[config.mk]
export PLATFORM = sky130hd
export DESIGN_NAME = branch_ctrl_flat
export DESIGN_NICKNAME = d
export VERILOG_FILES = /design/src/rtl/mips_ctrl_pkg.sv /design/src/rtl/branch_ctrl_if.sv /design/src/rtl/sat_counter.sv /design/src/rtl/branch_ctrl.sv /design/src/flat_wrapper.sv
export SDC_FILE = /design/constraint.sdc
export NUM_CORES = 1
export LEC_CHECK = 0
export CAP_MARGIN = 0
export CORE_ASPECT_RATIO = 1.5
export CORE_MARGIN = 1.5
export CORE_UTILIZATION = 45
export DETAILED_ROUTE_END_ITERATION = 12
export PLACE_DENSITY_LB_ADDON = 0.15
export SKIP_LAST_GASP = 1
export SLEW_MARGIN = 0
export SYNTH_ARGS = -nofsm -noshare
export SYNTH_HDL_FRONTEND = slang
export SYNTH_SLANG_ARGS = --single-unit
[constraint.sdc]
create_clock -name clk -period 4.05 [get_ports clk]
set_clock_uncertainty 0.05 [all_clocks]
set_input_delay 0.81 -clock clk [delete_from_list [all_inputs] [get_ports clk]]
set_output_delay 0.81 -clock clk [all_outputs]
set_load 0.005 [all_outputs]
[src/rtl/mips_ctrl_pkg.sv]
// mips_ctrl_pkg: shared constants and types for the MIPS-lite control blocks.
//   OP_BEQ / OP_BNE : branch opcodes recognised in ID
//   REG_W           : register-specifier width
//   state_t         : branch controller FSM states (IDLE, STALL, EVAL)
package mips_ctrl_pkg;

  localparam logic [5:0] OP_BEQ = 6'd4;
  localparam logic [5:0] OP_BNE = 6'd5;
  localparam int         REG_W  = 5;

  typedef enum logic [1:0] {
    ST_IDLE  = 2'd0,
    ST_STALL = 2'd1,
    ST_EVAL  = 2'd2
  } state_t;

endpackage

[src/rtl/branch_ctrl_if.sv]
// branch_ctrl_if: ID/EX/MEM hazard inputs and branch decision outputs of the
// branch hazard controller.
//   slave  : the controller (consumes pipeline state, drives decisions)
//   master : the pipeline side (drives pipeline state, consumes decisions)
// Handshake: there is no valid/ready pair here. br_eval is a one-cycle strobe
// meaning "comparator operands are valid and the decision is taken this
// cycle"; stall holds PC and IF/ID in the same cycle it is asserted, and
// pc_sel/flush act at the edge that ends a br_eval cycle.
interface branch_ctrl_if #(
  parameter int REG_W = mips_ctrl_pkg::REG_W,
  parameter int CNT_W = 16
);
  logic [5:0]       id_op;
  logic [REG_W-1:0] id_rs;
  logic [REG_W-1:0] id_rt;
  logic [REG_W-1:0] ex_rd;
  logic             ex_regwrite;
  logic             ex_memread;
  logic [REG_W-1:0] mem_rd;
  logic             mem_regwrite;
  logic             mem_memread;
  logic             br_cond;
  logic             br_eval;
  logic             stall;
  logic             flush;
  logic             pc_sel;
  logic             fwd_a;
  logic             fwd_b;
  logic [CNT_W-1:0] cnt_branch;
  logic [CNT_W-1:0] cnt_taken;
  logic [CNT_W-1:0] cnt_stall;

  modport slave (
    input  id_op, id_rs, id_rt, ex_rd, ex_regwrite, ex_memread,
           mem_rd, mem_regwrite, mem_memread, br_cond,
    output br_eval, stall, flush, pc_sel, fwd_a, fwd_b,
           cnt_branch, cnt_taken, cnt_stall
  );

  modport master (
    output id_op, id_rs, id_rt, ex_rd, ex_regwrite, ex_memread,
           mem_rd, mem_regwrite, mem_memread, br_cond,
    input  br_eval, stall, flush, pc_sel, fwd_a, fwd_b,
           cnt_branch, cnt_taken, cnt_stall
  );
endinterface

[src/rtl/sat_counter.sv]
// sat_counter: saturating up-counter.
//   clk   : clock
//   reset : synchronous active-high clear
//   inc   : count enable for this cycle
//   count : current value; holds at all-ones instead of wrapping
module sat_counter #(
  parameter int CNT_W = 16
) (
  input  logic             clk,
  input  logic             reset,
  input  logic             inc,
  output logic [CNT_W-1:0] count
);

  logic [CNT_W-1:0] count_q;
  logic [CNT_W-1:0] count_d;

  always_comb begin
    count_d = count_q;
    if (inc && (count_q != '1)) begin
      count_d = count_q + 1'b1;
    end
  end

  always_ff @(posedge clk) begin
    if (reset) begin
      count_q <= '0;
    end else begin
      count_q <= count_d;
    end
  end

  assign count = count_q;

endmodule

[src/rtl/branch_ctrl.sv]
// branch_ctrl: ID-stage branch hazard controller for BEQ/BNE.
//   clk, reset  : clock and synchronous active-high reset
//   bus (slave) : ID/EX/MEM hazard inputs, comparator result, decision
//                 outputs (stall, br_eval, pc_sel, flush, fwd_a/b) and the
//                 saturating branch / taken / stall performance counters
//   dbg_state_o : current FSM state, for observation only
// The required stall count n (0..2) is computed while IDLE; stall, br_eval,
// pc_sel and flush are Mealy outputs so a stall lands in the detection cycle.
module branch_ctrl #(
  parameter logic [5:0] OP_BEQ = mips_ctrl_pkg::OP_BEQ,
  parameter logic [5:0] OP_BNE = mips_ctrl_pkg::OP_BNE,
  parameter int         REG_W  = mips_ctrl_pkg::REG_W,
  parameter int         CNT_W  = 16
) (
  input  logic                  clk,
  input  logic                  reset,
  branch_ctrl_if.slave          bus,
  output mips_ctrl_pkg::state_t dbg_state_o
);
  import mips_ctrl_pkg::state_t;
  import mips_ctrl_pkg::ST_IDLE;
  import mips_ctrl_pkg::ST_STALL;
  import mips_ctrl_pkg::ST_EVAL;

  state_t     state_q, state_d;
  logic [1:0] cnt_q, cnt_d;    // stall cycles still to go after the current one

  logic       is_br;
  logic       ex_dep, mem_dep;
  logic       ex_load, ex_alu, mem_load;
  logic [1:0] need;
  logic       stall_w, eval_w;

  // r0 is hard-wired to zero, so it can never carry a dependency.
  function automatic logic dep_on(input logic [REG_W-1:0] r,
                                  input logic [REG_W-1:0] rs,
                                  input logic [REG_W-1:0] rt);
    return (r != '0) && ((r == rs) || (r == rt));
  endfunction

  assign is_br    = (bus.id_op == OP_BEQ) || (bus.id_op == OP_BNE);
  assign ex_dep   = dep_on(bus.ex_rd, bus.id_rs, bus.id_rt);
  assign mem_dep  = dep_on(bus.mem_rd, bus.id_rs, bus.id_rt);
  assign ex_load  = bus.ex_regwrite && bus.ex_memread;
  assign ex_alu   = bus.ex_regwrite && !bus.ex_memread;
  assign mem_load = bus.mem_regwrite && bus.mem_memread;

  // Max over both operands: a load in EX dominates anything else. A MEM ALU
  // producer is covered by forwarding, WB by the write-first register file.
  always_comb begin
    need = 2'd0;
    if (ex_load && ex_dep) begin
      need = 2'd2;
    end else if ((ex_alu && ex_dep) || (mem_load && mem_dep)) begin
      need = 2'd1;
    end
  end

  // State register
  always_ff @(posedge clk) begin
    if (reset) begin
      state_q <= ST_IDLE;
      cnt_q   <= 2'd0;
    end else begin
      state_q <= state_d;
      cnt_q   <= cnt_d;
    end
  end

  // Next-state logic; hazard inputs are only looked at in IDLE.
  always_comb begin
    state_d = state_q;
    cnt_d   = cnt_q;
    case (state_q)
      ST_IDLE: begin
        if (is_br && (need != 2'd0)) begin
          // The detection cycle is already stall cycle 1.
          cnt_d   = need - 2'd1;
          state_d = (need == 2'd1) ? ST_EVAL : ST_STALL;
        end
      end
      ST_STALL: begin
        cnt_d = cnt_q - 2'd1;
        if (cnt_q == 2'd1) begin
          state_d = ST_EVAL;
        end
      end
      ST_EVAL: begin
        state_d = ST_IDLE;
      end
      default: begin
        state_d = ST_IDLE;
        cnt_d   = 2'd0;
      end
    endcase
  end

  // Output logic (Mealy), forced quiet while reset is held.
  always_comb begin
    stall_w = 1'b0;
    eval_w  = 1'b0;
    if (!reset) begin
      case (state_q)
        ST_IDLE: begin
          if (is_br) begin
            if (need == 2'd0) begin
              eval_w = 1'b1;
            end else begin
              stall_w = 1'b1;
            end
          end
        end
        ST_STALL: stall_w = 1'b1;
        ST_EVAL:  eval_w  = 1'b1;
        default:  stall_w = 1'b0;
      endcase
    end
  end

  assign bus.stall   = stall_w;
  assign bus.br_eval = eval_w;
  assign bus.pc_sel  = eval_w && bus.br_cond;
  assign bus.flush   = eval_w && bus.br_cond;

  // Only an ALU result sitting in MEM is forwardable to the ID comparator.
  assign bus.fwd_a = !reset && bus.mem_regwrite && !bus.mem_memread &&
                     (bus.mem_rd != '0) && (bus.mem_rd == bus.id_rs);
  assign bus.fwd_b = !reset && bus.mem_regwrite && !bus.mem_memread &&
                     (bus.mem_rd != '0) && (bus.mem_rd == bus.id_rt);

  assign dbg_state_o = state_q;

  sat_counter #(.CNT_W(CNT_W)) u_cnt_branch (
    .clk   (clk),
    .reset (reset),
    .inc   (eval_w),
    .count (bus.cnt_branch)
  );

  sat_counter #(.CNT_W(CNT_W)) u_cnt_taken (
    .clk   (clk),
    .reset (reset),
    .inc   (eval_w && bus.br_cond),
    .count (bus.cnt_taken)
  );

  sat_counter #(.CNT_W(CNT_W)) u_cnt_stall (
    .clk   (clk),
    .reset (reset),
    .inc   (stall_w),
    .count (bus.cnt_stall)
  );

endmodule

[src/flat_wrapper.sv]
// flat-port wrapper written by rule: the top's interface ports become plain ports
module branch_ctrl_flat import mips_ctrl_pkg::state_t; import mips_ctrl_pkg::ST_IDLE; import mips_ctrl_pkg::ST_STALL; import mips_ctrl_pkg::ST_EVAL;
#(
  parameter logic [5:0] OP_BEQ = mips_ctrl_pkg::OP_BEQ,
  parameter logic [5:0] OP_BNE = mips_ctrl_pkg::OP_BNE,
  parameter int         REG_W  = mips_ctrl_pkg::REG_W,
  parameter int         CNT_W  = 16
)
  (clk, reset, dbg_state_o, bus_id_op, bus_id_rs, bus_id_rt, bus_ex_rd, bus_ex_regwrite, bus_ex_memread, bus_mem_rd, bus_mem_regwrite, bus_mem_memread, bus_br_cond, bus_br_eval, bus_stall, bus_flush, bus_pc_sel, bus_fwd_a, bus_fwd_b, bus_cnt_branch, bus_cnt_taken, bus_cnt_stall);
  branch_ctrl_if #(.REG_W(REG_W), .CNT_W(CNT_W)) bus_i ();
  input  logic clk;
  input  logic reset;
  output mips_ctrl_pkg::state_t dbg_state_o;
  input wire logic [$bits(bus_i.id_op)-1:0] bus_id_op;
  input wire logic [$bits(bus_i.id_rs)-1:0] bus_id_rs;
  input wire logic [$bits(bus_i.id_rt)-1:0] bus_id_rt;
  input wire logic [$bits(bus_i.ex_rd)-1:0] bus_ex_rd;
  input wire logic [$bits(bus_i.ex_regwrite)-1:0] bus_ex_regwrite;
  input wire logic [$bits(bus_i.ex_memread)-1:0] bus_ex_memread;
  input wire logic [$bits(bus_i.mem_rd)-1:0] bus_mem_rd;
  input wire logic [$bits(bus_i.mem_regwrite)-1:0] bus_mem_regwrite;
  input wire logic [$bits(bus_i.mem_memread)-1:0] bus_mem_memread;
  input wire logic [$bits(bus_i.br_cond)-1:0] bus_br_cond;
  output wire logic [$bits(bus_i.br_eval)-1:0] bus_br_eval;
  output wire logic [$bits(bus_i.stall)-1:0] bus_stall;
  output wire logic [$bits(bus_i.flush)-1:0] bus_flush;
  output wire logic [$bits(bus_i.pc_sel)-1:0] bus_pc_sel;
  output wire logic [$bits(bus_i.fwd_a)-1:0] bus_fwd_a;
  output wire logic [$bits(bus_i.fwd_b)-1:0] bus_fwd_b;
  output wire logic [$bits(bus_i.cnt_branch)-1:0] bus_cnt_branch;
  output wire logic [$bits(bus_i.cnt_taken)-1:0] bus_cnt_taken;
  output wire logic [$bits(bus_i.cnt_stall)-1:0] bus_cnt_stall;
  assign bus_i.id_op = bus_id_op;
  assign bus_i.id_rs = bus_id_rs;
  assign bus_i.id_rt = bus_id_rt;
  assign bus_i.ex_rd = bus_ex_rd;
  assign bus_i.ex_regwrite = bus_ex_regwrite;
  assign bus_i.ex_memread = bus_ex_memread;
  assign bus_i.mem_rd = bus_mem_rd;
  assign bus_i.mem_regwrite = bus_mem_regwrite;
  assign bus_i.mem_memread = bus_mem_memread;
  assign bus_i.br_cond = bus_br_cond;
  assign bus_br_eval = bus_i.br_eval;
  assign bus_stall = bus_i.stall;
  assign bus_flush = bus_i.flush;
  assign bus_pc_sel = bus_i.pc_sel;
  assign bus_fwd_a = bus_i.fwd_a;
  assign bus_fwd_b = bus_i.fwd_b;
  assign bus_cnt_branch = bus_i.cnt_branch;
  assign bus_cnt_taken = bus_i.cnt_taken;
  assign bus_cnt_stall = bus_i.cnt_stall;
  branch_ctrl #(.OP_BEQ(OP_BEQ), .OP_BNE(OP_BNE), .REG_W(REG_W), .CNT_W(CNT_W)) u_core (.clk(clk), .reset(reset), .bus(bus_i), .dbg_state_o(dbg_state_o));
endmodule
* Word-level counts from Yosys, hierarchy flattened
Cells that the tools add are included.
Cells by class: multiplexer cells 16, add/subtract/negate cells 5, bitwise logic cells 1, equality and inequality tests 15, reduce and logical (&&, ||, !) cells 32
Operator list (count):
- 16-bit by 1-bit adder with 16-bit output, second input constant | 3
- 16-bit != test, second input constant | 3
- 5-bit == test | 4
- 1-bit logical AND | 18
- 6-bit by 3-bit == test with 1-bit output, second input constant | 2
- 2-bit two-way mux | 5
- 5-bit nonzero test | 2
- 1-bit two-way mux | 7
- 2-bit by 1-bit == test with 1-bit output, second input constant | 3
- 2-bit case mux with 3 select lines | 1
- 2-bit logical NOT | 2
- 1-bit logical OR | 4
- 2-bit by 1-bit != test with 1-bit output, second input constant | 2
- 1-bit case mux with 2 select lines | 2
- 2-bit case mux with 2 select lines | 1
- 2-bit AND reduction | 2
- 2-bit by 1-bit subtractor with 2-bit output, second input constant | 2
- 1-bit logical NOT | 3
- 2-bit == test, second input constant | 1
- 2-bit nonzero test | 1
- 1-bit inverter | 1
Storage, ports and cells: output and inout port bits 56, input bits 33, flip-flop bits (word level) 52, logic and storage cells 74

* Depth between registers and ports, before layout
Gate-level depths: netlist of the first run.
depth in word-level cells 14, gate-level depth with buffers 10, mapped depth without buffers 8

* Hierarchy
Synthesis of the first run repeated with hierarchy kept, for this count alone.
Second synthesis, totals: cells, all modules 368, area, all modules 3138.0 um^2
By module, submodules not included:
- sat_counter | sequential area each 320.3 um^2, instances 3, cells each 99, area each 848.3 um^2
- branch_ctrl | sequential area each 80.1 um^2, instances 1, cells each 71, area each 593.1 um^2

* Least setup slack after synthesis of the first run
OpenSTA, ideal clock, no wires.
path type in2out, from input bus_ex_rd[1], to output bus_pc_sel, required time 3.190 ns, stages on the path 7, arrival time 2.374 ns, slack 0.816 ns, path through or4_1 o211ai_2 a31oi_4 buf_6 clkbuf_1 nor2b_1 buf_4
Between the ends: word-level cells in the longest chain between the ends 13, elaborated cells between the ends (all ways) 16
Ends and longest elaborated chain:
- start: declaration | RTL line flat_wrapper.sv:17 | input wire logic [$bits(bus_i.ex_rd)-1:0] bus_ex_rd;
- 5-bit == test | RTL line branch_ctrl.sv:38 | return (r != '0) && ((r == rs) || (r == rt));
- 1-bit logical OR | RTL line branch_ctrl.sv:38
- 1-bit logical AND * | RTL line branch_ctrl.sv:38
- 1-bit logical AND | RTL line branch_ctrl.sv:54 | end else if ((ex_alu && ex_dep) || (mem_load && mem_dep)) begin
- 1-bit logical OR | RTL line branch_ctrl.sv:54
- 1-bit two-way mux | RTL line branch_ctrl.sv:54
- 2-bit two-way mux * | RTL line branch_ctrl.sv:52 | if (ex_load && ex_dep) begin
- 2-bit logical NOT * | RTL line branch_ctrl.sv:106 | if (need == 2'd0) begin
- 1-bit two-way mux * | RTL line branch_ctrl.sv:106
- 1-bit two-way mux * | RTL line branch_ctrl.sv:105 | if (is_br) begin
- 1-bit case mux with 2 select lines * | RTL line branch_ctrl.sv:103 | case (state_q)
- 1-bit two-way mux * | RTL line branch_ctrl.sv:102 | if (!reset) begin
- 1-bit logical AND *
- end: declaration | RTL line flat_wrapper.sv:27 | output wire logic [$bits(bus_i.pc_sel)-1:0] bus_pc_sel;
Mark *: on every way between the ends. The rest lies on a longest branch, timed or not.

* Worst setup path after layout of the first run
from input bus_ex_rd[1], to output bus_br_eval
Between the ends: word-level cells in the longest chain between the ends 12, elaborated cells between the ends (all ways) 15
Ends and longest elaborated chain:
- 5-bit == test | RTL line branch_ctrl.sv:38
- 1-bit logical OR | RTL line branch_ctrl.sv:38
- 1-bit logical AND * | RTL line branch_ctrl.sv:38
- 1-bit logical AND | RTL line branch_ctrl.sv:54
- 1-bit logical OR | RTL line branch_ctrl.sv:54
- 1-bit two-way mux | RTL line branch_ctrl.sv:54
- 2-bit two-way mux * | RTL line branch_ctrl.sv:52
- 2-bit logical NOT * | RTL line branch_ctrl.sv:106
- 1-bit two-way mux * | RTL line branch_ctrl.sv:106
- 1-bit two-way mux * | RTL line branch_ctrl.sv:105
- 1-bit case mux with 2 select lines * | RTL line branch_ctrl.sv:103
- 1-bit two-way mux * | RTL line branch_ctrl.sv:102
- end: declaration | RTL line flat_wrapper.sv:24 | output wire logic [$bits(bus_i.br_eval)-1:0] bus_br_eval;
Marks and branches as above.

==> results.py, run 1 <==
metrics = {
    "outcome": {
        "status": "finished, final reports clean",
    },
    "timing": {
        "slew_violations": 0,
        "period_needed_ns": 3.927,
        "max-slew-margin-rel_pct": 42.81,
        "fmax_ghz": 0.2547,
        "finalCritPeriodShare_pct": 96.95,
        "hold_viol": 0,
        "setup_viol": 0,
        "fin_ws_ns": 0.1235,
        "tightest_slew_ns": 0.8578,
        "rsz0062_at_grt": "no",
        "fin_setup_tns_ns": 0,
    },
    "logic_synthesis": {
        "synth-simple-area-share_pct": 28.28,
        "synthAdderAreaFrac_pct": 1.600,
        "async_reset_ff_share_pct": 0,
        "syn_area_per_cell_um2": 8.409,
        "ys_seq_elements": 52,
        "syn-instance-count": 372,
        "synth.yosys.seq_area_share_pct": 33.28,
        "post_synth_num_cell_types": 51,
        "synth_top_family_by_area": "simple AND/OR/NAND/NOR gates",
        "synth_edf_count": 0,
        "yosys_warnings": 0,
        "synthFlopType": "dfxtp_1",
        "synth_compound_area_share_pct": 23.56,
        "synth_fp_nets": 409,
        "synthMuxAreaShare_pct": 2.760,
        "synthXorXnorAreaFrac_pct": 5.600,
        "synth_area_um2": 3128,
    },
    "floorplan": {
        "rows": 37,
        "fp.dieH_um": 105.1,
        "start_util_pct": 45.96,
        "coreArea_um2": 6805,
        "die_area_um2": 7471,
        "die_x_um": 71.08,
        "boundaryPins": 89,
    },
    "setup_path": {
        "rrSetupSlack_ns": 1.48,
        "reg2regPathDepth": 7,
        "endpoint_kind": "output pin",
        "worstSetupStartpointType": "input pin",
        "worstPathArrival_ns": 3.07,
        "cp_max_fo": 4,
        "rr_endpoint": "u_core.u_cnt_branch.count[6]",
        "cp.required_ns": 3.19,
        "crit_type": "in -> out",
        "timing.rr.start": "u_core.u_cnt_branch.count[3]",
    },
    "cts": {
        "cts_setup_buffers": 0,
        "cts_tree": "done",
        "htreeDepth": 2,
        "cts_root_buf": "clkbuf_8",
        "clk_latency_ns": 0.30,
        "clk_pin_slew_worst_paths_ns": 0.09,
        "cts_buffer_depth": 2,
        "cts_sinks": 52,
        "cts_buffers": 5,
    },
    "cells_and_area": {
        "regArea_um2": 1041,
        "utilization_pct": 60.89,
        "syn_to_final_growth_pct": 32.48,
        "diodes": 0,
        "drive_gt1_share_pct": 7.301,
        "fin_nets": 488,
        "nFillCells": 601,
        "multi_input_area_um2": 1937,
    },
    "route": {
        "drt-pass1-iter-count": 5,
        "drc_errors": 0,
        "routed_wl_mm": 7.729,
        "vias": 3173,
        "drtIter0Drc": 86,
        "vias_per_cell": 5.987,
        "ant_nets": 0,
        "wire_per_inst_um": 14.58,
    },
    "grt": {
        "grt_usage_pct": 20.34,
        "grt_overflow": 0,
        "grt_first_pass_wirelength_mm": 12.85,
        "grt_max_degree": 37,
        "grt_pass1_vias": 2868,
        "antenna_found_initial": 0,
    },
    "power_and_ir_drop": {
        "vdd_ir_drop_max_v": 0.0001933,
        "power.leakage_uw": 0.001297,
        "power_density_nw_per_um2": 224.9,
        "total_power_uw": 932.1,
    },
    "worst_hold_path": {
        "holdCritStartpoint": "u_core.cnt_q[0]",
        "min_path_type": "reg -> reg",
        "worstHoldEndpoint": "u_core.cnt_q[0]",
        "hold_depth": 1,
    },
    "place": {
        "place_ws_ns": 0.09286,
        "routabilityCongestion": 0.7775,
        "hpwlAfterDp_mm": 5.546,
        "portBuffers": 87,
    },
    "job": {
        "drv_cap": 0,
    },
}
[per-layer routing]
| layer | global-route usage, % | wire, um | vias up |
|---|---|---|---|
| met1 | 24.22 | 3308 | 1507 |
| met3 | 3.182 | 335 | 2 |
| met4 | 5.256 | 38 | 0 |
| met5 | 0 | 0 | - |
| li1 | - | - | 1598 |
| met2 | 37.18 | 4046 | 66 |
[repair_timing]
item	4_1_cts	5_1_grt
hold buffers	0	0
setup endpoints to repair	0	1
resized for setup	0	2
[area by class of cell]
class	count	share of cell area [%]
Clock buffer	6	1.993
Inverter	9	0.8152
Sequential cell	52	25.12
Clock inverter	2	0.3321
Multi-Input combinational cell	287	46.74
Tap cell	78	2.355
Timing Repair Buffer	96	22.64
[placed cells by master, fill, tap and decap left out, types with 8 or more instances in the layout]
cell type and count:
xnor2_1 14, o41ai_1 8, nor2_1 15, o31ai_1 22, nand2_1 20, o21ai_0 11
dfxtp_1 52, buf_4 9, inv_1 9, a21oi_1 35, or4_1 25, o311ai_0 8
clkdlybuf4s50_1 87, and3_1 12, nand3_1 32
[sequential cells by signal, summed over array words and instances, names as in the netlist]
signal                     flops
u_core.cnt_q                   2
u_core.u_cnt_branch.count     16
u_core.u_cnt_stall.count      16
u_core.dbg_state_o             2
u_core.u_cnt_taken.count      16
[Yosys cell counts, drive strengths merged (6+ instances only)]
cell	instances	share of area [%]
o21ai	12	1.9
buf	10	2.2
o311ai	9	2.5
o31ai	23	6.0
dfxtp	52	33
or4	26	6.4
nand4	7	1.4
inv	9	1.1
a21oi	35	5.6
nand2	20	2.4
xnor2	14	3.9
nor2	15	1.8
nor3	6	1.1
xor2	6	1.7
and3	12	2.4
nand3	32	5.1
or3	6	1.2
o41ai	8	2.2
clkbuf	14	1.7
[where the power goes]
part	total, uW	leakage, uW	switching, uW	internal [uW]
clock	314	0.0000516	174	140
sequential	512	0.000419	0.749	512
combinational	105	0.000827	53.6	51.8
[worst max-delay path, cell delays in order]
cell	delay, ns
clkdlybuf4s50_1	0.46
or4_1	0.59
o211ai_2	0.32
a31oi_4	0.14
nor3_1	0.19
clkdlybuf4s50_1	0.55
[how the worst max path moves through the flow]
| stage | from | end | slack (ns) |
|---|---|---|---|
| final | bus_ex_rd[1] | bus_br_eval | 0.12 |
| after global routing | bus_ex_rd[1] | bus_br_eval | 0.005 |
| after CTS | bus_ex_rd[4] | bus_stall | 0.09 |
| after detailed placement | bus_ex_rd[4] | bus_stall | 0.09 |
| after global placement | bus_ex_rd[4] | bus_stall | 0.15 |
| after floorplan | bus_ex_rd[1] | bus_pc_sel | 0.82 |
[cell families after synthesis]
| logic type | Yosys count |
|---|---|
| buf+inv | 33 |
| simple gates | 151 |
| mux | 8 |
| flops | 52 |
| compound gates | 104 |
| fa+ha+maj | 4 |
| xor+xnor | 20 |
[through the flow]
step / hold slack (ns) / std cells / cell area (um2)
after CTS: 0.4369 / 530 / 4140
final: 0.4408 / 530 / 4144
after global placement: 0.4060 / 522 / 4044
after detailed placement: 0.4191 / 522 / 4044
after global routing: 0.4580 / 530 / 4144
after floorplan: 0.3932 / 372 / 3128
No activity file was read; power rests on OpenSTA's default activity.
==> inputs of run 2 (changes only) <==
--- a/config.mk
+++ b/config.mk
@@ -10,7 +10,8 @@
 export CORE_MARGIN = 1.5
 export CORE_UTILIZATION = 45
 export DETAILED_ROUTE_END_ITERATION = 12
-export PLACE_DENSITY_LB_ADDON = 0.15
+export GPL_TIMING_DRIVEN = 0
+export PLACE_DENSITY = 0.76
 export SKIP_LAST_GASP = 1
 export SLEW_MARGIN = 0
 export SYNTH_ARGS = -nofsm -noshare
==> run 2 against run 1 <==
Compared with the run above: routed wire length increased by 14%; final cell count increased by 3.4%; sequential power about the same; cell area increased by 2.4%; worst hold slack got worse by 0.0053 ns; via count increased by 5.2%; die area unchanged; sequential share of layout area decreased by 0.59 points; total power decreased by 0.48%; sequential cell count unchanged; combinational power increased by 8%; global-route usage increased by 2.6 points; critical path type unchanged; largest cell class unchanged.
==> results.py, run 2 (synthesized netlist as in run 1, its figures left out) <==
metrics = {
    "route": {
        "route.met2.wl_mm": 4.674,
        "wl_met3_um": 397,
        "drt-pass1-iter-count": 4,
        "routed_wl_mm": 8.846,
        "vias_per_cell": 6.093,
        "wl_met1_mm": 3.602,
        "vias": 3339,
        "drtIter0Drc": 187,
        "drc_errors": 0,
        "highest_layer": "met4",
        "ant_nets": 0,
        "wire_per_inst_um": 16.14,
    },
    "grt": {
        "grt_max_degree": 20,
        "grt_first_pass_wirelength_mm": 14.29,
        "grt_overflow": 0,
        "antenna_found_initial": 0,
        "grt_pass1_vias": 3144,
        "grt_usage_pct": 22.93,
    },
    "setup_path": {
        "reg2regPathDepth": 10,
        "critical_path.slowest_cell": "or4_4",
        "cp_cell_sequence": "clkdlybuf4s50_1 > or4_4 > o211ai_4 > a31oi_4 > buf_8 > nor2b_2 > buf_4 > clkdlybuf4s50_1",
        "cp_max_fo": 7,
        "crit_type": "in -> out",
        "crit_path_end": "bus_pc_sel",
        "rrSetupSlack_ns": 1.38,
        "cp.required_ns": 3.19,
        "max_stage_delay_ns": 0.59,
        "endpoint_kind": "output pin",
        "cp_common_cell": "clkdlybuf4s50_1",
        "timing.rr.start": "u_core.u_cnt_branch.count[3]",
        "rr_endpoint": "u_core.u_cnt_branch.count[7]",
        "worstPathArrival_ns": 3.13,
        "critPathLaunch": "bus_ex_rd[1]",
        "worstSetupStartpointType": "input pin",
    },
    "power_and_ir_drop": {
        "vdd_ir_drop_max_v": 0.0001980,
        "power_density_nw_per_um2": 218.6,
        "power.leakage_uw": 0.001375,
    },
    "place": {
        "portBuffers": 86,
        "hpwlAfterDp_mm": 6.478,
        "routabilityCongestion": 0.8596,
    },
    "timing": {
        "slew_violations": 0,
        "period_needed_ns": 3.991,
        "rsz0062_at_grt": "no",
        "setup_viol": 0,
        "hold_viol": 0,
        "max-slew-margin-rel_pct": 57.86,
        "fmax_ghz": 0.2506,
        "finalCritPeriodShare_pct": 98.54,
        "fin_setup_tns_ns": 0,
        "tightest_slew_ns": 0.6293,
    },
    "cts": {
        "clk_pin_slew_worst_paths_ns": 0.09,
        "cts_buffers": 5,
        "htreeDepth": 2,
        "hold_buffers": 0,
        "cts_tree": "done",
        "clk_latency_ns": 0.31,
        "cts_root_buf": "clkbuf_8",
        "cts_sinks": 52,
        "cts_buffer_depth": 2,
    },
    "floorplan": {
        "die_area_um2": 7471,
        "boundaryPins": 89,
        "start_util_pct": 45.96,
        "fp.dieH_um": 105.1,
        "rows": 37,
        "coreArea_um2": 6805,
        "die_x_um": 71.08,
    },
    "outcome": {
        "status": "finished, final reports clean",
    },
    "cells_and_area": {
        "drive_gt1_share_pct": 8.511,
        "fin_nets": 506,
        "utilization_pct": 62.35,
        "final_common_cell": "clkdlybuf4s50_1",
        "syn_to_final_growth_pct": 35.64,
        "final_cell_mix": "81 x clkdlybuf4s50_1, 52 x dfxtp_1, 35 x a21oi_1, 32 x nand3_1, 24 x or4_1",
        "regArea_um2": 1041,
        "diodes": 0,
        "multi_input_area_um2": 1954,
        "nFillCells": 634,
    },
    "job": {
        "drv_cap": 0,
    },
    "worst_hold_path": {
        "min_path_type": "reg -> reg",
    },
}
## run 2: power breakdown
group	total [uW]	internal, uW	leakage [uW]	switching [uW]
Combinational	113	53.6	0.000915	59.9
Sequential	512	512	0.000419	0.716
Clock	302	123	0.0000414	178
## run 2: critical path: cells and delay by family
family,cells,cell delay [ns]
AO/OA/AOI/OAI,2,0.35
buffers and inverters,4,1.25
AND/OR/NAND/NOR,2,0.72
## run 2: final cells by class
| type | instances | share of cell area, % |
|---|---|---|
| well taps | 78 | 2.300 |
| clock buffers | 6 | 1.710 |
| plain buffers | 23 | 2.831 |
| inverters | 9 | 0.7962 |
| multi-input cells | 287 | 46.06 |
| flip-flops and latches | 52 | 24.54 |
| clock inverters | 2 | 0.3834 |
| repair buffers | 91 | 21.38 |
## run 2: repair_timing
action | in CTS | in global routing
pin swaps | 1 | 2
gates resized for setup | 5 | 6
cloned | 0 | 0
setup buffers | 2 | 3
endpoints found under the setup margin | 3 | 3
## run 2: how the worst min path moves through the flow
stage / start / endpoint / cells past startpoint
floorplan: u_core.cnt_q[0] / u_core.cnt_q[0] / 1
global placement: u_core.cnt_q[0] / u_core.cnt_q[0] / 1
detailed placement: u_core.cnt_q[0] / u_core.cnt_q[0] / 1
CTS: u_core.cnt_q[0] / u_core.cnt_q[0] / 1
global route: u_core.cnt_q[0] / u_core.cnt_q[0] / 1
finish: u_core.cnt_q[0] / u_core.cnt_q[0] / 1
## run 2: through the flow
step | hold slack (ns) | instances | power (uW) | area (um2) | worst slack [ns]
2_1_floorplan | 0.3932 | 372 | 576.9 | 3128 | 0.8162
3_3_place_gp | 0.4067 | 536 | 630.7 | 4086 | -0.3498
3_5_place_dp | 0.4181 | 536 | 632.6 | 4086 | -0.3776
4_1_cts | 0.4359 | 545 | 933.3 | 4200 | -0.04402
5_1_grt | 0.4403 | 548 | 965.1 | 4243 | 0.001410
6_report | 0.4355 | 548 | 927.6 | 4243 | 0.05902
## run 2: metal layers
metal | vias up | track usage, %
met5 | - | 0
met4 | 0 | 8.625
met3 | 12 | 3.857
met2 | 103 | 41.12
met1 | 1599 | 26.67
li1 | 1625 | -
==> inputs of run 3 (changes only) <==
--- a/config.mk
+++ b/config.mk
@@ -17,3 +17,4 @@
 export SYNTH_ARGS = -nofsm -noshare
 export SYNTH_HDL_FRONTEND = slang
 export SYNTH_SLANG_ARGS = --single-unit
+export TNS_END_PERCENT = 50
==> run 3 against run 2 <==
Compared with the run above: worst setup slack gained 0.014 ns; routed wire length rose by 0.11%; total power up 0.12%; critical path depth did not move.
==> results.py, run 3 (synthesized netlist as in run 1, its figures left out) <==
metrics = {
    "setup_path": {
        "worstSetupStartpointType": "input pin",
        "endpoint_kind": "output pin",
        "max_stage_delay_ns": 0.59,
        "crit_type": "in -> out",
        "cp_common_cell": "clkdlybuf4s50_1",
        "critPathTopFamily": "buffers and inverters",
        "cp.required_ns": 3.19,
        "cp_num_buf_inv": 4,
        "worstPathArrival_ns": 3.12,
        "cp_max_fo": 7,
        "critical_path.slowest_cell": "or4_4",
        "cp_cell_sequence": "clkdlybuf4s50_1 > or4_4 > o211ai_4 > a31oi_4 > buf_8 > nor2b_2 > buf_4 > clkdlybuf4s50_1",
    },
    "cells_and_area": {
        "fin_nets": 506,
        "drive_gt1_share_pct": 8.723,
        "final_cell_mix": "83 x clkdlybuf4s50_1, 52 x dfxtp_1, 35 x a21oi_1, 32 x nand3_1, 24 x or4_1",
        "final_area_um2": 4247,
        "nFillCells": 635,
        "final_common_cell": "clkdlybuf4s50_1",
        "syn_to_final_growth_pct": 35.76,
        "diodes": 0,
    },
    "timing": {
        "finalCritPeriodShare_pct": 98.21,
        "slew_violations": 0,
        "rsz0062_at_grt": "yes",
        "setup_viol": 0,
        "hold_viol": 0,
        "fin_setup_tns_ns": 0,
        "fmax_ghz": 0.2514,
        "period_needed_ns": 3.977,
        "tightest_slew_ns": 0.6198,
        "max-slew-margin-rel_pct": 58.50,
        "fin_ws_ns": 0.07261,
    },
    "floorplan": {
        "boundaryPins": 89,
        "coreArea_um2": 6805,
        "die_x_um": 71.08,
        "fp.dieH_um": 105.1,
        "die_area_um2": 7471,
        "rows": 37,
        "start_util_pct": 45.96,
    },
    "place": {
        "place_ws_ns": -0.3776,
        "routabilityCongestion": 0.8596,
        "hpwlAfterDp_mm": 6.478,
        "placed_area_um2": 4086,
        "portBuffers": 86,
    },
    "route": {
        "wire_per_inst_um": 16.16,
        "drc_errors": 0,
        "routed_wl_mm": 8.856,
        "drtIter0Drc": 189,
        "vias_per_cell": 6.062,
        "ant_nets": 0,
        "vias": 3322,
        "drt-pass1-iter-count": 4,
    },
    "cts": {
        "clk_latency_ns": 0.31,
        "hold_buffers": 0,
        "htreeDepth": 2,
        "cts_buffers": 5,
        "cts_buffer_depth": 2,
        "clk_pin_slew_worst_paths_ns": 0.09,
        "cts_root_buf": "clkbuf_8",
        "cts_tree": "done",
        "cts_sinks": 52,
    },
    "grt": {
        "grt_usage_pct": 22.93,
        "antenna_found_initial": 0,
        "grt_first_pass_wirelength_mm": 14.29,
        "grt_max_degree": 20,
        "grt_pass1_vias": 3144,
        "grt_overflow": 0,
    },
    "power_and_ir_drop": {
        "power.leakage_uw": 0.001363,
        "vdd_ir_drop_max_v": 0.0001965,
        "power_density_nw_per_um2": 218.7,
        "total_power_uw": 928.7,
    },
    "job": {
        "drv_cap": 0,
    },
    "outcome": {
        "status": "finished, final reports clean",
    },
    "worst_hold_path": {
        "min_path_type": "reg -> reg",
    },
}
run 3: cell types whose count changed in the layout (fill, tap and decap cells not counted):
cell | before | now
nor3_1 | 5 | 4
dlymetal6s2s_1 | 4 | 3
dlygate4sd2_1 | 1 | 0
nor3_2 | 1 | 2
clkdlybuf4s50_1 | 81 | 83
run 3: what timing repair did:
action | in CTS | in global routing
pin swaps | 1 | 2
gates resized for setup | 4 | 6
setup endpoints to repair | 3 | 4
hold endpoints to repair | 0 | 0
setup buffers | 2 | 3
run 3: area by class of cell:
cell class / instances / area (um2) / share of cell area, %
Multi-Input combinational cell: 287 / 1959 / 46.14
Sequential cell: 52 / 1041 / 24.51
Timing Repair Buffer: 91 / 905.9 / 21.33
Buffer: 23 / 120.1 / 2.829
Tap cell: 78 / 97.59 / 2.298
Clock buffer: 6 / 72.57 / 1.709
Inverter: 9 / 33.78 / 0.7955
Clock inverter: 2 / 16.27 / 0.3830
run 3: per-layer routing:
layer | global-route usage [%] | vias to the layer above | part of all wire (%)
met5 | 0 | - | 0
met4 | 8.625 | 0 | 2.0
met3 | 3.857 | 14 | 4.9
met2 | 41.12 | 109 | 53
met1 | 26.67 | 1570 | 40
li1 | - | 1629 | -
run 3: report_power, final:
part	switching, uW	total, uW	leakage [uW]	internal, uW
combinational	60.0	114	0.000903	53.8
sequential	0.727	512	0.000419	512
clock	179	303	0.0000414	124
run 3: stage by stage:
stage | std cells | hold slack, ns | utilization (%)
2_1_floorplan | 372 | 0.3932 | -
3_3_place_gp | 536 | 0.4067 | 60.05
3_5_place_dp | 536 | 0.4181 | 60.05
4_1_cts | 545 | 0.4359 | 61.74
5_1_grt | 548 | 0.4403 | 62.40
6_report | 548 | 0.4388 | 62.40
run 3: final timing paths:
path | start | to | slack [ns] | depth (start not counted)
setup / recovery | bus_ex_rd[1] | bus_pc_sel | 0.07 | 8
hold / removal | u_core.cnt_q[0] | u_core.cnt_q[0] | 0.44 | 1
setup reg to reg | u_core.u_cnt_branch.count[3] | u_core.u_cnt_branch.count[7] | 1.37 | 10
hold reg to reg | u_core.cnt_q[0] | u_core.cnt_q[0] | 0.44 | 1
